## src/rtl/msg_scroller.sv

```systemverilog
// Scrolling-message engine: holds MSG_LEN hex nibbles and presents a DIGITS-wide
// window for the front-panel driver, advanced by an internal clock-enable prescaler.
module msg_scroller #(
    parameter int DIGITS  = 8,
    parameter int MSG_LEN = 16,
    parameter int DIV     = 25_000_000,
    parameter logic [MSG_LEN*4-1:0] INIT = 64'h0123456789ABCDEF,
    localparam int PW = (MSG_LEN > 1) ? $clog2(MSG_LEN) : 1
) (
    input  logic                clk,
    input  logic                rst_n,
    input  logic                en,
    input  logic [1:0]          mode,
    input  logic                wr_en,
    input  logic [PW-1:0]       wr_addr,
    input  logic [3:0]          wr_data,
    output logic [DIGITS*4-1:0] seg,
    output logic [PW-1:0]       pos,
    output logic                step
);

    localparam int CW = $clog2(DIV);
    localparam logic [CW-1:0] CNT_LAST = CW'(DIV - 1);
    localparam logic [PW-1:0] POS_LAST = PW'(MSG_LEN - 1);
    localparam logic [PW-1:0] POS_MAX  = PW'(MSG_LEN - DIGITS);

    logic [3:0]    msg [MSG_LEN];
    logic [CW-1:0] cnt, cnt_nxt;
    logic [PW-1:0] pos_nxt;
    logic          dir, dir_nxt;
    logic          run, tick;

    always_comb begin
        run     = en && (mode != 2'b00);
        tick    = run && (cnt == CNT_LAST);
        cnt_nxt = cnt;
        pos_nxt = pos;
        dir_nxt = dir;
        if (run) begin
            cnt_nxt = tick ? '0 : cnt + 1'b1;
        end
        if (tick) begin
            case (mode)
                2'b01: pos_nxt = (pos == POS_LAST) ? '0 : pos + 1'b1;
                2'b10: pos_nxt = (pos == '0) ? POS_LAST : pos - 1'b1;
                2'b11: begin
                    // Entering bounce from a left/right offset past the last full window
                    if (pos > POS_MAX) begin
                        pos_nxt = POS_MAX;
                        dir_nxt = 1'b0;
                    end else if (MSG_LEN == DIGITS) begin
                        pos_nxt = '0;
                    end else if (dir) begin
                        if (pos < POS_MAX) begin
                            pos_nxt = pos + 1'b1;
                        end else begin
                            dir_nxt = 1'b0;
                            pos_nxt = POS_MAX - 1'b1;
                        end
                    end else begin
                        if (pos > '0) begin
                            pos_nxt = pos - 1'b1;
                        end else begin
                            dir_nxt = 1'b1;
                            pos_nxt = PW'(1);
                        end
                    end
                end
                default: ;
            endcase
        end
    end

    always_ff @(posedge clk or negedge rst_n) begin
        if (!rst_n) begin
            cnt  <= '0;
            pos  <= '0;
            dir  <= 1'b1;
            step <= 1'b0;
            for (int i = 0; i < MSG_LEN; i++) begin
                msg[i] <= INIT[4*(MSG_LEN-1-i) +: 4];
            end
        end else begin
            cnt  <= cnt_nxt;
            pos  <= pos_nxt;
            dir  <= dir_nxt;
            step <= tick;
            if (wr_en && (int'(wr_addr) < MSG_LEN)) begin
                msg[wr_addr] <= wr_data;
            end
        end
    end

    // Window wraps around the message end; pos is always below MSG_LEN
    always_comb begin
        seg = '0;
        for (int k = 0; k < DIGITS; k++) begin
            int idx;
            idx = int'(pos) + k;
            if (idx >= MSG_LEN) idx = idx - MSG_LEN;
            seg[4*k +: 4] = msg[idx];
        end
    end

endmodule

```

## config.mk

```make
export PLATFORM = sky130hd
export DESIGN_NAME = msg_scroller
export DESIGN_NICKNAME = d
export VERILOG_FILES = /design/src/rtl/msg_scroller.sv
export SDC_FILE = /design/constraint.sdc
export NUM_CORES = 1
export LEC_CHECK = 0
export ABC_CLOCK_PERIOD_IN_PS = 3750
export BUFFER_PORTS_ARGS = -buffer_cell sky130_fd_sc_hd__clkbuf_2
export CORE_ASPECT_RATIO = 0.7
export CORE_UTILIZATION = 61
export DETAILED_ROUTE_END_ITERATION = 8
export GPL_TIMING_DRIVEN = 0
export MAX_ROUTING_LAYER = met4
export PLACE_DENSITY = 0.81
export RECOVER_POWER = 50
export SETUP_SLACK_MARGIN = 0.5
export SLEW_MARGIN = 25
export SYNTH_ARGS = -nofsm -noshare
export SYNTH_HDL_FRONTEND = slang
export SYNTH_SLANG_ARGS = --single-unit
```

## constraint.sdc

```tcl
create_clock -name clk -period 3.75 [get_ports clk]
set_input_delay 0.1875 -clock clk [delete_from_list [all_inputs] [get_ports clk]]
set_output_delay 0.1875 -clock clk [all_outputs]
set_load 0.02 [all_outputs]
```

# Word-level counts from Yosys, hierarchy flattened
# Index checks and enable logic that the tools add are counted.
# classes
eq_ne	5
addsub	18
bitwise_logic	9
n_mux	47
n_lt_le_gt_ge	21
reduce_logical	8
# op_table
cell	count
32-bit by 5-bit greater-or-equal comparator with 1-bit output (second input constant)	8
32-bit two-way mux	8
32-bit NOT	8
4-bit binary-select mux with 4-bit select	8
4-bit two-way mux	23
64-bit bitwise mux	1
5-bit by 5-bit subtractor with 6-bit output (second input constant)	7
5-bit greater-or-equal comparator (second input constant)	8
25-bit by 1-bit adder with 25-bit output (second input constant)	1
25-bit == test (second input constant)	1
25-bit two-way mux	1
4-bit by 3-bit adder with 5-bit output (second input constant)	4
4-bit demux with 4-bit select	1
4-bit case mux with 3 select lines	1
4-bit by 2-bit adder with 5-bit output (second input constant)	2
4-bit by 5-bit subtractor with 6-bit output (second input constant)	1
4-bit by 1-bit adder with 5-bit output (second input constant)	1
4-bit by 5-bit greater-or-equal comparator with 1-bit output (second input constant)	1
5-bit by 1-bit < comparator with 1-bit output (second input constant)	1
4-bit NOT with 5-bit output	1
4-bit by 1-bit adder with 4-bit output (second input constant)	1
2-bit == test (second input constant)	2
4-bit == test (second input constant)	1
4-bit by 1-bit > comparator with 1-bit output (second input constant)	1
10 further kinds	16
# totals
elab_cells	128
output_inout_bits	37
in_bits	14
register_bits	95

# Logic depth before layout (Yosys ltp)
# Gate-level depths: netlist of the first run.
# logic_depth
depth_word	7
ltp_mapped	12
mapped_depth_nobuf	7

# Worst setup path before layout of the first run
# OpenSTA, ideal clock, no wires.
# synth_timing
path_kind	register -> output
from	register pos[1]
to	output seg[4]
t_required_ns	3.562
n_path_buf	6
path_slack_ns	0.232
t_arrival_ns	3.330
stages_incl_launch_ff	11
cell_sequence	dfrtp_1 buf_2 buf_2 buf_1 inv_1 ha_1 buf_2 buf_2 buf_2 mux4_2 mux4_2
# synth_between
elab_chain_cells	7
elab_cells_between_ends	8
cone_classes	2 x add/sub; 1 x order compare; 4 x mux; 1 x bitwise
# synth_lines
item	line_no	source
start, declared	18	output logic [PW-1:0] pos,
start signal, assigned	85	pos <= pos_nxt;
4-bit by 1-bit adder with 5-bit output (*)	99	idx = int'(pos) + k;
5-bit by 5-bit subtractor with 6-bit output / 5-bit greater-or-equal comparator (equally long branches)	100	if (idx >= MSG_LEN) idx = idx - MSG_LEN;
32-bit two-way mux (*)	100	
32-bit NOT (implied by the code) (*)	101	seg[4*k +: 4] = msg[idx];
4-bit binary-select mux with 4-bit select (*)	101	
4-bit two-way mux (implied by the code) (*) (2 in a row)	101	
end, declared	17	output logic [DIGITS*4-1:0] seg,
# Every way passes the cells marked *; elsewhere a longest branch is shown, timed or not. The select of a mux whose other input is x is not followed.

# Final worst setup path of the first run
# layout_timing
from	register pos[1]
to	output seg[29]
# layout_between
elab_chain_cells	7
elab_cells_between_ends	8
cone_classes	2 x add/sub; 1 x order compare; 4 x mux; 1 x bitwise
# layout_lines
item	line_no
4-bit by 3-bit adder with 5-bit output (*)	99
5-bit by 5-bit subtractor with 6-bit output / 5-bit greater-or-equal comparator (equally long branches)	100
32-bit two-way mux (*)	100
32-bit NOT (implied by the code) (*)	101
4-bit binary-select mux with 4-bit select (*)	101
4-bit two-way mux (implied by the code) (*) (2 in a row)	101
# Marks and branches as above.

==> key figures, run 1 <==
Floorplan
  – Die X-Extent: 129 microns
  – I/O pins: 51
  – Placeable core region: 10600 sq um
  – Initial core utilization: 64.3%
  – Area of the die: 11600 sq um
  – Site row count: 31
  – Die height: 90.6 microns

Worst setup path
  – Required time of the critical path: 3560 ps
  – Launching element type of the critical path: register
  – Crit path DAT: 3030 ps
  – Worst setup EP type: output port
  – Critical path fanouts, max: 10
  – Type of the worst setup path: reg2out

Clock tree
  – Max H-tree Level: 3
  – Clock tree from TritonCTS: built
  – Maximum buffer depth of the clock tree: 2
  – CTS clk-pin slew, worst paths: 70 ps
  – Clock latency reported for the late side of the worst-skew pair: 350 ps
  – Number of clock sinks: 95
  – Master cell of the clock root buffer: clkbuf_16
  – Num CTS Buffers: 9

Finish
  – Layout cells sized above 1: 50.2%
  – Synth-to-layout area growth: 14.8%
  – Fillers: 742
  – Number of antenna repair diodes: 0
  – Final nets: 615

Place
  – Port Buf Inserts: 49
  – Worst slack at placement: -109 ps
  – HPWL after DPL: 14600 microns
  – GP Congestion: 1.01

Run status
  – Status: finished clean

Job
  – Maxcap violations: 0

Synth
  – Number of enable flip-flop cells after synthesis: 0
  – Synthesized area divided by synthesized cell count: 13.2 sq um
  – Syn Nets: 543
  – Most instantiated library cell after synthesis: mux4_2
  – Synth warnings: 0
  – Most common library cells after synthesis: mux4_2 (88), mux2_2 (67), dfrtp_1 (62)
  – Library cells used by synthesis: 50
  – Count of mapped cells out of synthesis: 517
  – Cell taking the most area after synthesis: mux4_2
  – Ys flop type: dfrtp_1
  – Post-synthesis async set-or-reset flop share: 100%
  – Post-synthesis sequential area ratio: 35.4%
  – Share of the synthesized area in the top cell type: 29.0%
  – Largest cells by area after synthesis: mux4_2 (29%), dfrtp_1 (23%), dfstp_2 (13%), mux2_2 (11%), ha_1 (2.2%)
  – Post-synthesis cell area: 6830 sq um
  – Register bit count reported by yosys: 95

Routing
  – Via density: 7.35
  – Aggregate routed wire length: 20000 microns
  – Routed WL per cell: 26.9 microns
  – Final routed DRC violation total: 0
  – Count of antenna-violating nets left after detailed routing: 0
  – Via Count: 5454
  – First-pass detailed-route iteration total: 5
  – Starting DRC count in detailed routing: 720

STA
  – Time the worst path needs with I/O delays and setup: 3210 ps
  – Relative slew slack: 32.7%
  – RSZ-0062 raised after global routing: yes
  – Worst Max-Slew Pin Slew: 1010 ps
  – Total setup violations reported at the end of the flow: 0
  – Fmax: 0.311 GHz
  – Final number of max-transition violations: 0
  – Share of the clock period used by the worst path after layout: 85.7%
  – Final Worst Setup Slack: 536 ps
  – WHS: 196 ps
  – Final Hold Vio Count: 0
  – Worst setup skew after layout: 3.75 ps

Global route
  – First-pass GRT wire length: 30600 microns
  – Overall overflow remaining after global route: 0
  – Antenna violations before repair: 0
  – All-Layer GR Usage: 37.5%
  – Largest net degree at the start of global routing: 79
  – Via count of the first global-routing pass: 5185

Power and ir drop
  – Total leakage power: 3.02 nW
  – Power Density: 450 nW/um^2
  – Max rail drop VDD: 0.386 mV

Worst hold path
  – Class of the most critical hold timing path: in2reg
-- layer usage --
layer  part of all wire (%)  global-route usage [%]  wire [microns]  vias up
li1                       -                       -               -     2203
met1                     40                    52.5            7940     2760
met2                     43                    49.1            8530      447
met3                     16                    18.0            3170       44
met4                    1.8                    9.02             367        0
met5                      0                       -               0        -
-- sequential cells by signal (all words and copies together), names as in the netlist --
register  cells
cnt          25
msg          64
pos           4
step          1
dir           1
-- cell type report --
class / instances / area [sq um] / share of cell area [%]
multi-input combinational: 380 / 4260 / 54.4
sequential: 95 / 2420 / 30.9
timing repair buffer: 61 / 360 / 4.59
buffer: 32 / 273 / 3.48
clock buffer: 9 / 225 / 2.87
tap: 148 / 185 / 2.36
clock inverter: 7 / 75.1 / 0.957
inverter: 10 / 38.8 / 0.495
-- cell usage in the layout, fill, tap and decap left out, types with 3 or more instances in the layout --
cell type | netlist | layout
nand2_1 | 29 | 29
ha_1 | 12 | 12
o21ai_0 | 16 | 16
dfstp_2 | 33 | 33
and2_1 | 10 | 10
clkbuf_1 | 12 | 11
dfrtp_1 | 62 | 60
clkbuf_2 | 0 | 46
a21oi_1 | 17 | 17
mux2_2 | 67 | 66
nand2b_1 | 8 | 8
buf_4 | 0 | 11
buf_6 | 2 | 6
a211oi_1 | 9 | 9
and4_1 | 3 | 3
a31oi_1 | 4 | 4
mux2i_1 | 8 | 8
or3_1 | 6 | 6
buf_12 | 0 | 3
inv_6 | 0 | 3
nor3_1 | 5 | 5
xnor2_1 | 13 | 10
xor2_1 | 8 | 7
nor4_1 | 5 | 5
nand4_1 | 6 | 6
clkbuf_16 | 0 | 10
buf_2 | 16 | 8
nand3_1 | 9 | 9
nor2_1 | 20 | 20
nand3b_1 | 4 | 4
o31ai_1 | 4 | 4
mux4_2 | 88 | 88
o221ai_1 | 3 | 3
inv_1 | 9 | 8
xnor2_2 | 0 | 3
-- path summary, 6_finish.rpt --
kind / start / end / slack, ps / depth (start not counted)
worst max-delay path: pos[1]$_DFFE_PN0P_ / seg[29] / 540 / 10
worst min-delay path: wr_data[3] / msg[19]$_DFFE_PN1P_ / 200 / 2
worst max register to register: pos[1]$_DFFE_PN0P_ / pos[2]$_DFFE_PN0P_ / 1170 / 10
worst min register to register: cnt[24]$_DFFE_PN0P_ / cnt[24]$_DFFE_PN0P_ / 500 / 1
max in group asynchronous: rst_n / msg[0]$_DFFE_PN1P_ / 2290 / 3
min in group asynchronous: rst_n / cnt[12]$_DFFE_PN0P_ / 520 / 2
-- cell families (layout without fill, tap and decap cells) --
family / after synthesis / count (layout) / share of synthesized area [%]
xor gates and xnor gates: 21 / 21 / 2.69
and+or+nand+nor: 119 / 119 / 9.43
adders and majority gates: 12 / 12 / 2.20
buffers and inverters: 42 / 119 / 2.82
AOI/OAI and AO/OA: 65 / 65 / 6.26
muxes: 163 / 163 / 41.2
DFF: 95 / 95 / 35.4
-- repair_timing --
action / 4_1_cts / 5_1_grt
cloned: 0 / 0
endpoints found under the hold margin: 30 / 0
gates resized for setup: 36 / 6
setup endpoints to repair: 24 / 19
hold buffers: 1 / 0
setup buffers: 7 / 3
-- critical path: stages, from the launching register on --
cell	delay, ps
dfrtp_2	390
buf_8	110
buf_12	130
buf_8	150
inv_2	70
ha_1	290
buf_6	120
buf_12	140
mux4_2	560
mux4_2	510
clkbuf_4	180
-- power breakdown --
part           leakage, nW  switching [W]  total [W]  internal [W]
combinational         1.75       0.000458   0.000999      0.000540
clock                0.148       0.000460   0.000933      0.000473
sequential            1.12       0.000309    0.00160       0.00129
-- through the flow --
step                      setup TNS (ps)  std cells  power, W  cell area (sq um)  util [%]
after floorplan                        0        517   0.00218               6840         -
after CTS                              0        739   0.00348               7820      73.6
final                                  0        742   0.00353               7840      73.8
after global placement              -142        714   0.00248               7270      68.4
after global routing                   0        742   0.00364               7840      73.8
after detailed placement            -704        715   0.00255               7310      68.8
Power figures use the tool's default switching activity.
==> run 2, diff against run 1 <==
CELL_PAD_IN_SITES_DETAIL_PLACEMENT = 0   (was not set)
CELL_PAD_IN_SITES_GLOBAL_PLACEMENT = 1   (was not set)
CORE_UTILIZATION = 51   (was 61)
PLACE_DENSITY = not set   (was 0.81)
PLACE_DENSITY_LB_ADDON = 0.1   (was not set)
==> key figures, run 2 (synthesis gave the netlist of run 1 again) <==
Run status
  – Status: finished, violations left
  – Failing checks: max-capacitance violations, max-slew violations

Clock tree
  – Number of clock sinks: 95
  – CTS clk-pin slew, worst paths: 80 ps
  – Master cell of the clock root buffer: clkbuf_16
  – Max H-tree Level: 3
  – Clock tree from TritonCTS: built
  – Maximum buffer depth of the clock tree: 2
  – Clock latency reported for the late side of the worst-skew pair: 360 ps
  – Num CTS Buffers: 9

STA
  – Fmax: 0.313 GHz
  – Total setup violations reported at the end of the flow: 0
  – Worst setup skew after layout: 7.06 ps
  – Final number of max-transition violations: 36
  – Final Worst Setup Slack: 557 ps
  – Time the worst path needs with I/O delays and setup: 3190 ps
  – Share of the clock period used by the worst path after layout: 85.2%
  – Final Hold Vio Count: 0
  – RSZ-0062 raised after global routing: yes
  – Worst Max-Slew Pin Slew: 2220 ps
  – Relative slew slack: -48.1%

Finish
  – Synth-to-layout area growth: 15.3%
  – Number of antenna repair diodes: 0
  – Final nets: 615
  – Layout cells sized above 1: 50.3%
  – Max FFs per register: 64
  – Fillers: 985
  – Top register by number of flip-flops: msg
  – Share of the core filled with cells: 62.0%
  – Top flop regs: msg x64, cnt x25, pos x4
  – Top library cells by usage in the layout, fill and taps aside: mux4_2 (88), mux2_2 (67), dfrtp_1 (60)
  – Most common library cell in the layout ignoring fill and taps: mux4_2
  – Post-route cell area: 7880 sq um

Floorplan
  – Die X-Extent: 140 microns
  – Die height: 98.9 microns
  – I/O pins: 51
  – Site row count: 34
  – Area of the die: 13900 sq um
  – Initial core utilization: 53.7%
  – Placeable core region: 12700 sq um

Worst setup path
  – Crit path DAT: 3010 ps
  – Worst setup EP type: output port
  – Count of cells along the worst register-to-register path: 7
  – Critical path fanouts, max: 10
  – Launching element type of the critical path: register
  – Type of the worst setup path: reg2out
  – Required time of the critical path: 3560 ps
  – R2R Setup Slk: 1180 ps

Global route
  – Overall overflow remaining after global route: 0
  – Antenna violations before repair: 0
  – All-Layer GR Usage: 31.4%
  – First-pass GRT wire length: 30400 microns
  – Largest net degree at the start of global routing: 61
  – Via count of the first global-routing pass: 4963

Routing
  – Routed WL per cell: 26.4 microns
  – Final routed DRC violation total: 0
  – Count of antenna-violating nets left after detailed routing: 0
  – Via Count: 5294
  – Via density: 7.00
  – First-pass detailed-route iteration total: 5
  – Starting DRC count in detailed routing: 605
  – Aggregate routed wire length: 20000 microns

Place
  – HPWL after DPL: 15100 microns
  – Port Buf Inserts: 49
  – Post-Place Cell Area: 7330 sq um
  – GP Congestion: 0.930
  – Worst slack at placement: -177 ps

Power and ir drop
  – Max rail drop VDD: 0.257 mV
  – Total leakage power: 3.03 nW
  – Power Density: 451 nW/um^2

Job
  – Maxcap violations: 1

Worst hold path
  – Instance count along the most critical hold path: 2
  – Class of the most critical hold timing path: in2reg
run 2: changes by cell type in the layout (fill, tap and decap cells not counted), sizes merged:
| cell | previous run | this run |
|---|---|---|
| buf | 32 | 34 |
| clkbuf | 69 | 67 |
run 2: layer usage:
metal	global-route usage (%)	part of all wire (%)	vias to the layer above
met4	6.59	1.2	0
met5	-	0	-
met1	46.8	44	2695
met2	40.6	41	368
met3	11.3	14	28
li1	-	-	2203
run 2: worst max-delay path, stage by stage (launching register included):
cell      delay [ps]
dfrtp_2          420
buf_8            120
buf_12           140
buf_12           150
inv_2             80
ha_1             250
buf_8            140
buf_12           140
buf_8            150
mux4_2           340
mux4_2           530
clkbuf_2         180
run 2: layout make-up:
type	count	area, sq um	area share (%)
Timing Repair Buffer	61	362	4.59
Clock buffer	9	225	2.86
Tap cell	162	203	2.57
Buffer	32	289	3.67
Sequential cell	95	2420	30.7
Clock inverter	7	81.3	1.03
Inverter	10	38.8	0.492
Multi-Input combinational cell	380	4260	54.1
run 2: worst paths after layout:
kind,startpoint,end
worst max-delay path,pos[1]$_DFFE_PN0P_,seg[7]
worst max register to register,pos[2]$_DFFE_PN0P_,pos[2]$_DFFE_PN0P_
max in group asynchronous,rst_n,pos[1]$_DFFE_PN0P_
min in group asynchronous,rst_n,cnt[11]$_DFFE_PN0P_
worst min register to register,cnt[24]$_DFFE_PN0P_,cnt[24]$_DFFE_PN0P_
worst min-delay path,wr_data[3],msg[27]$_DFFE_PN1P_
run 2: timing repair:
item,4_1_cts,5_1_grt
setup endpoints to repair,25,14
resized for setup,39,10
hold buffers,1,0
pin swaps,0,0
buffers inserted,6,4
endpoints found under the hold margin,27,0
run 2: where the power goes:
part / total, W / leakage, nW / internal, W / switching (W)
logic: 0.000990 / 1.75 / 0.000545 / 0.000446
clock network: 0.000959 / 0.150 / 0.000480 / 0.000479
registers: 0.00161 / 1.12 / 0.00129 / 0.000321
total: 0.00356 / 3.03 / 0.00231 / 0.00125
run 2: per-stage QoR:
step / power (W) / TNS [ps] / hold slack [ps] / instances
after floorplan: 0.00218 / 0 / -108 / 517
after global placement: 0.00251 / -910 / 472 / 728
after detailed placement: 0.00257 / -1190 / 127 / 729
after CTS: 0.00353 / 0 / 154 / 752
after global routing: 0.00368 / 0 / 171 / 756
final: 0.00356 / 0 / 171 / 756
==> run 3, diff against run 2 <==
ABC_AREA = 1   (was not set)
CORE_UTILIZATION = 44   (was 51)
==> key figures, run 3 <==
STA
  – Summed negative setup slack over all endpoints: 0 ps
  – Share of the clock period used by the worst path after layout: 82.8%
  – Final Hold Vio Count: 0
  – Time the worst path needs with I/O delays and setup: 3110 ps
  – RSZ-0062 raised after global routing: yes
  – Worst Max-Slew Pin Slew: 2650 ps
  – Worst setup skew after layout: 4.58 ps
  – WHS: 50.0 ps
  – Final number of max-transition violations: 42
  – Total setup violations reported at the end of the flow: 0
  – Relative slew slack: -76.6%
  – Fmax: 0.322 GHz

Synth
  – Main combinational cell family by area after synthesis: simple AND/OR/NAND/NOR gates
  – Most instantiated library cell after synthesis: nand2_1
  – Library cells used by synthesis: 39
  – Share of synthesized area spent on multiplexers: 0%
  – Synth warnings: 0
  – Register bit count reported by yosys: 95
  – Post-synthesis sequential area ratio: 32.4%
  – Most common library cells after synthesis: nand2_1 (330), nand3_1 (222), o21ai_0 (111)
  – Area fraction in compound gates after synthesis: 11.6%
  – Cell taking the most area after synthesis: dfrtp_1
  – Ys flop type: dfrtp_1
  – Adder-cell share of the synthesized area: 2.01%
  – Post-synthesis cell area: 7470 sq um
  – Share of the synthesized area in the top cell type: 20.8%
  – Area share of and/or/nand/nor cells after synthesis: 44.7%
  – Count of mapped cells out of synthesis: 1136
  – Synthesized area divided by synthesized cell count: 6.58 sq um
  – Number of enable flip-flop cells after synthesis: 0
  – Post-synthesis async set-or-reset flop share: 100%
  – Xor-xnor portion of the synthesized cell area: 1.62%
  – Largest cells by area after synthesis: dfrtp_1 (21%), nand2_1 (17%), nand3_1 (15%), dfstp_2 (12%), o21ai_0 (7.4%)
  – Syn Nets: 1162

Worst setup path
  – Type of the worst setup path: reg2out
  – Crit-path slowest cell: dfrtp_1
  – R2R Setup Slk: 1370 ps
  – Crit path DAT: 2920 ps
  – Number of buffer and inverter stages on the critical path: 8
  – Launching element type of the critical path: register
  – Maximum cell stage delay along the critical path: 490 ps
  – Delay-heaviest family, CP: buffers and inverters
  – Required time of the critical path: 3560 ps
  – Worst-path cell chain: buf_6 -> inv_1 -> buf_2 -> buf_6 -> ha_1 -> buf_2 -> inv_2 -> clkbuf_4 -> nand3_1 -> nand3_1 -> and2_1 -> clkbuf_2
  – Worst setup EP type: output port
  – Count of cells along the worst register-to-register path: 13
  – Critical path fanouts, max: 14
  – Critical register-to-register path startpoint: pos[2]$_DFFE_PN0P_
  – R2R Path End: pos[0]$_DFFE_PN0P_

Routing
  – Routed wl met3: 3250 microns
  – Aggregate routed wire length: 26700 microns
  – Final routed DRC violation total: 0
  – Via density: 5.57
  – First-pass detailed-route iteration total: 6
  – Count of antenna-violating nets left after detailed routing: 0
  – Top routing layer in use: met4
  – Met2 layer wire length in the routed design: 9420 microns
  – Routed WL per cell: 18.7 microns
  – Starting DRC count in detailed routing: 829
  – Via Count: 7953
  – Routed metal-1 wire length: 13700 microns

Place
  – Post-Place Cell Area: 8040 sq um
  – GP Congestion: 1.02
  – Port Buf Inserts: 50
  – HPWL after DPL: 21100 microns

Clock tree
  – Setup repair bufs after CTS: 0
  – Clock latency reported for the late side of the worst-skew pair: 370 ps
  – Clock tree from TritonCTS: built
  – Number of clock sinks: 95
  – Max H-tree Level: 3
  – Master cell of the clock root buffer: clkbuf_16
  – Num CTS Buffers: 9
  – Maximum buffer depth of the clock tree: 2
  – CTS clk-pin slew, worst paths: 80 ps

Finish
  – Post-route cell area: 8360 sq um
  – Max FFs per register: 64
  – Fillers: 1742
  – Top register by number of flip-flops: msg
  – Synth-to-layout area growth: 11.8%
  – Top flop regs: msg x64, cnt x25, pos x4
  – Final nets: 1225
  – Area taken by multi-input logic gates: 4480 sq um
  – Number of antenna repair diodes: 0
  – Layout cells sized above 1: 18.1%
  – Top library cells by usage in the layout, fill and taps aside: nand2_1 (330), nand3_1 (222), o21ai_0 (111)
  – Seq. cell area: 2420 sq um
  – Most common library cell in the layout ignoring fill and taps: nand2_1

Worst hold path
  – Class of the most critical hold timing path: in2reg
  – Startpoint of the lowest-slack hold path: wr_data[0]
  – Endpoint of the worst hold path: msg[40]$_DFFE_PN1P_
  – Instance count along the most critical hold path: 3

Floorplan
  – Area of the die: 17500 sq um
  – Initial core utilization: 45.4%
  – Site row count: 39
  – I/O pins: 51
  – Die X-Extent: 158 microns
  – Die height: 111 microns
  – Placeable core region: 16400 sq um

Run status
  – Failing checks: max-capacitance violations, max-slew violations
  – Status: finished, violations left

Global route
  – First-pass GRT wire length: 42000 microns
  – Antenna violations before repair: 0
  – All-Layer GR Usage: 33.2%
  – Via count of the first global-routing pass: 7161
  – Largest net degree at the start of global routing: 55
  – Overall overflow remaining after global route: 0

Power and ir drop
  – Total leakage power: 3.96 nW
  – Power Density: 416 nW/um^2
  – Max rail drop VDD: 0.213 mV

Job
  – Maxcap violations: 1
-- run 3: cell count changes in the layout (fill, tap and decap cells not counted), moves of 27 or more --
cell     delta
nand2_1   +301
or2_2      +46
nor2_1     +55
o21ai_0    +95
inv_1      +65
nand3_1   +213
o21ai_2    +27
mux4_2     -88
mux2_2     -67
-- run 3: worst max-delay path by stage --
stage	endpoint	startpoint	slack, ps	cells after the start
2_1_floorplan	seg[14]	pos[1]$_DFFE_PN0P_	1120	11
3_3_place_gp	seg[21]	pos[1]$_DFFE_PN0P_	520	12
3_5_place_dp	seg[20]	pos[1]$_DFFE_PN0P_	510	12
4_1_cts	seg[27]	pos[2]$_DFFE_PN0P_	510	12
5_1_grt	pos[1]$_DFFE_PN0P_	rst_n	370	2
6_report	seg[27]	pos[2]$_DFFE_PN0P_	640	12
-- run 3: kinds of logic (layout without fill, tap and decap cells) --
family,after synthesis,count (layout)
AND/OR/NAND/NOR,740,740
AO/OA/AOI/OAI,151,151
adder cells (fa/ha/maj),12,12
buffers and inverters,128,196
XOR/XNOR,10,10
flip-flops,95,95
-- run 3: power by group --
group	total [W]	switching, W	internal, W
logic	0.00108	0.000723	0.000356
clock network	0.000937	0.000469	0.000468
registers	0.00146	0.000192	0.00127
-- run 3: routing by layer --
| layer | track usage [%] | up-vias |
|---|---|---|
| met5 | - | - |
| met4 | 6.02 | 0 |
| met3 | 10.5 | 26 |
| met2 | 38.9 | 364 |
| met1 | 53.3 | 3686 |
| li1 | - | 3877 |
-- run 3: area by class of cell --
type | count | area share (%)
buffer | 50 | 3.68
clock buffer | 10 | 2.74
clock inverter | 6 | 0.749
inverter | 78 | 3.50
multi-input combinational | 913 | 53.6
sequential | 95 | 29.0
tap | 225 | 3.37
timing repair buffer | 52 | 3.35
-- run 3: repair_timing --
item                                    4_1_cts  5_1_grt
hold buffers                                  1        0
endpoints found under the setup margin       24       24
gates resized for setup                       7       15
hold endpoints to repair                     23        0
-- run 3: through the flow --
stage	total power [W]	setup WS, ps	utilization, %	cells
after global routing	0.00367	373	50.8	1429
final	0.00347	643	50.8	1429
after CTS	0.00346	514	50.8	1429
after detailed placement	0.00251	506	48.9	1412
after global placement	0.00250	520	48.7	1411
after floorplan	0.00210	1120	-	1136
-- run 3: worst reg2reg max path, stage by stage (launching register included) --
cell and delay [ps]:
dfrtp_1 510, buf_6 220, inv_1 80, buf_2 190, buf_6 180, ha_1 210, nand2_1 150, inv_1 110
nor2_1 150, o21ai_0 110, nand2_1 80, nand2_1 50, nand2_1 60, o21ai_0 140
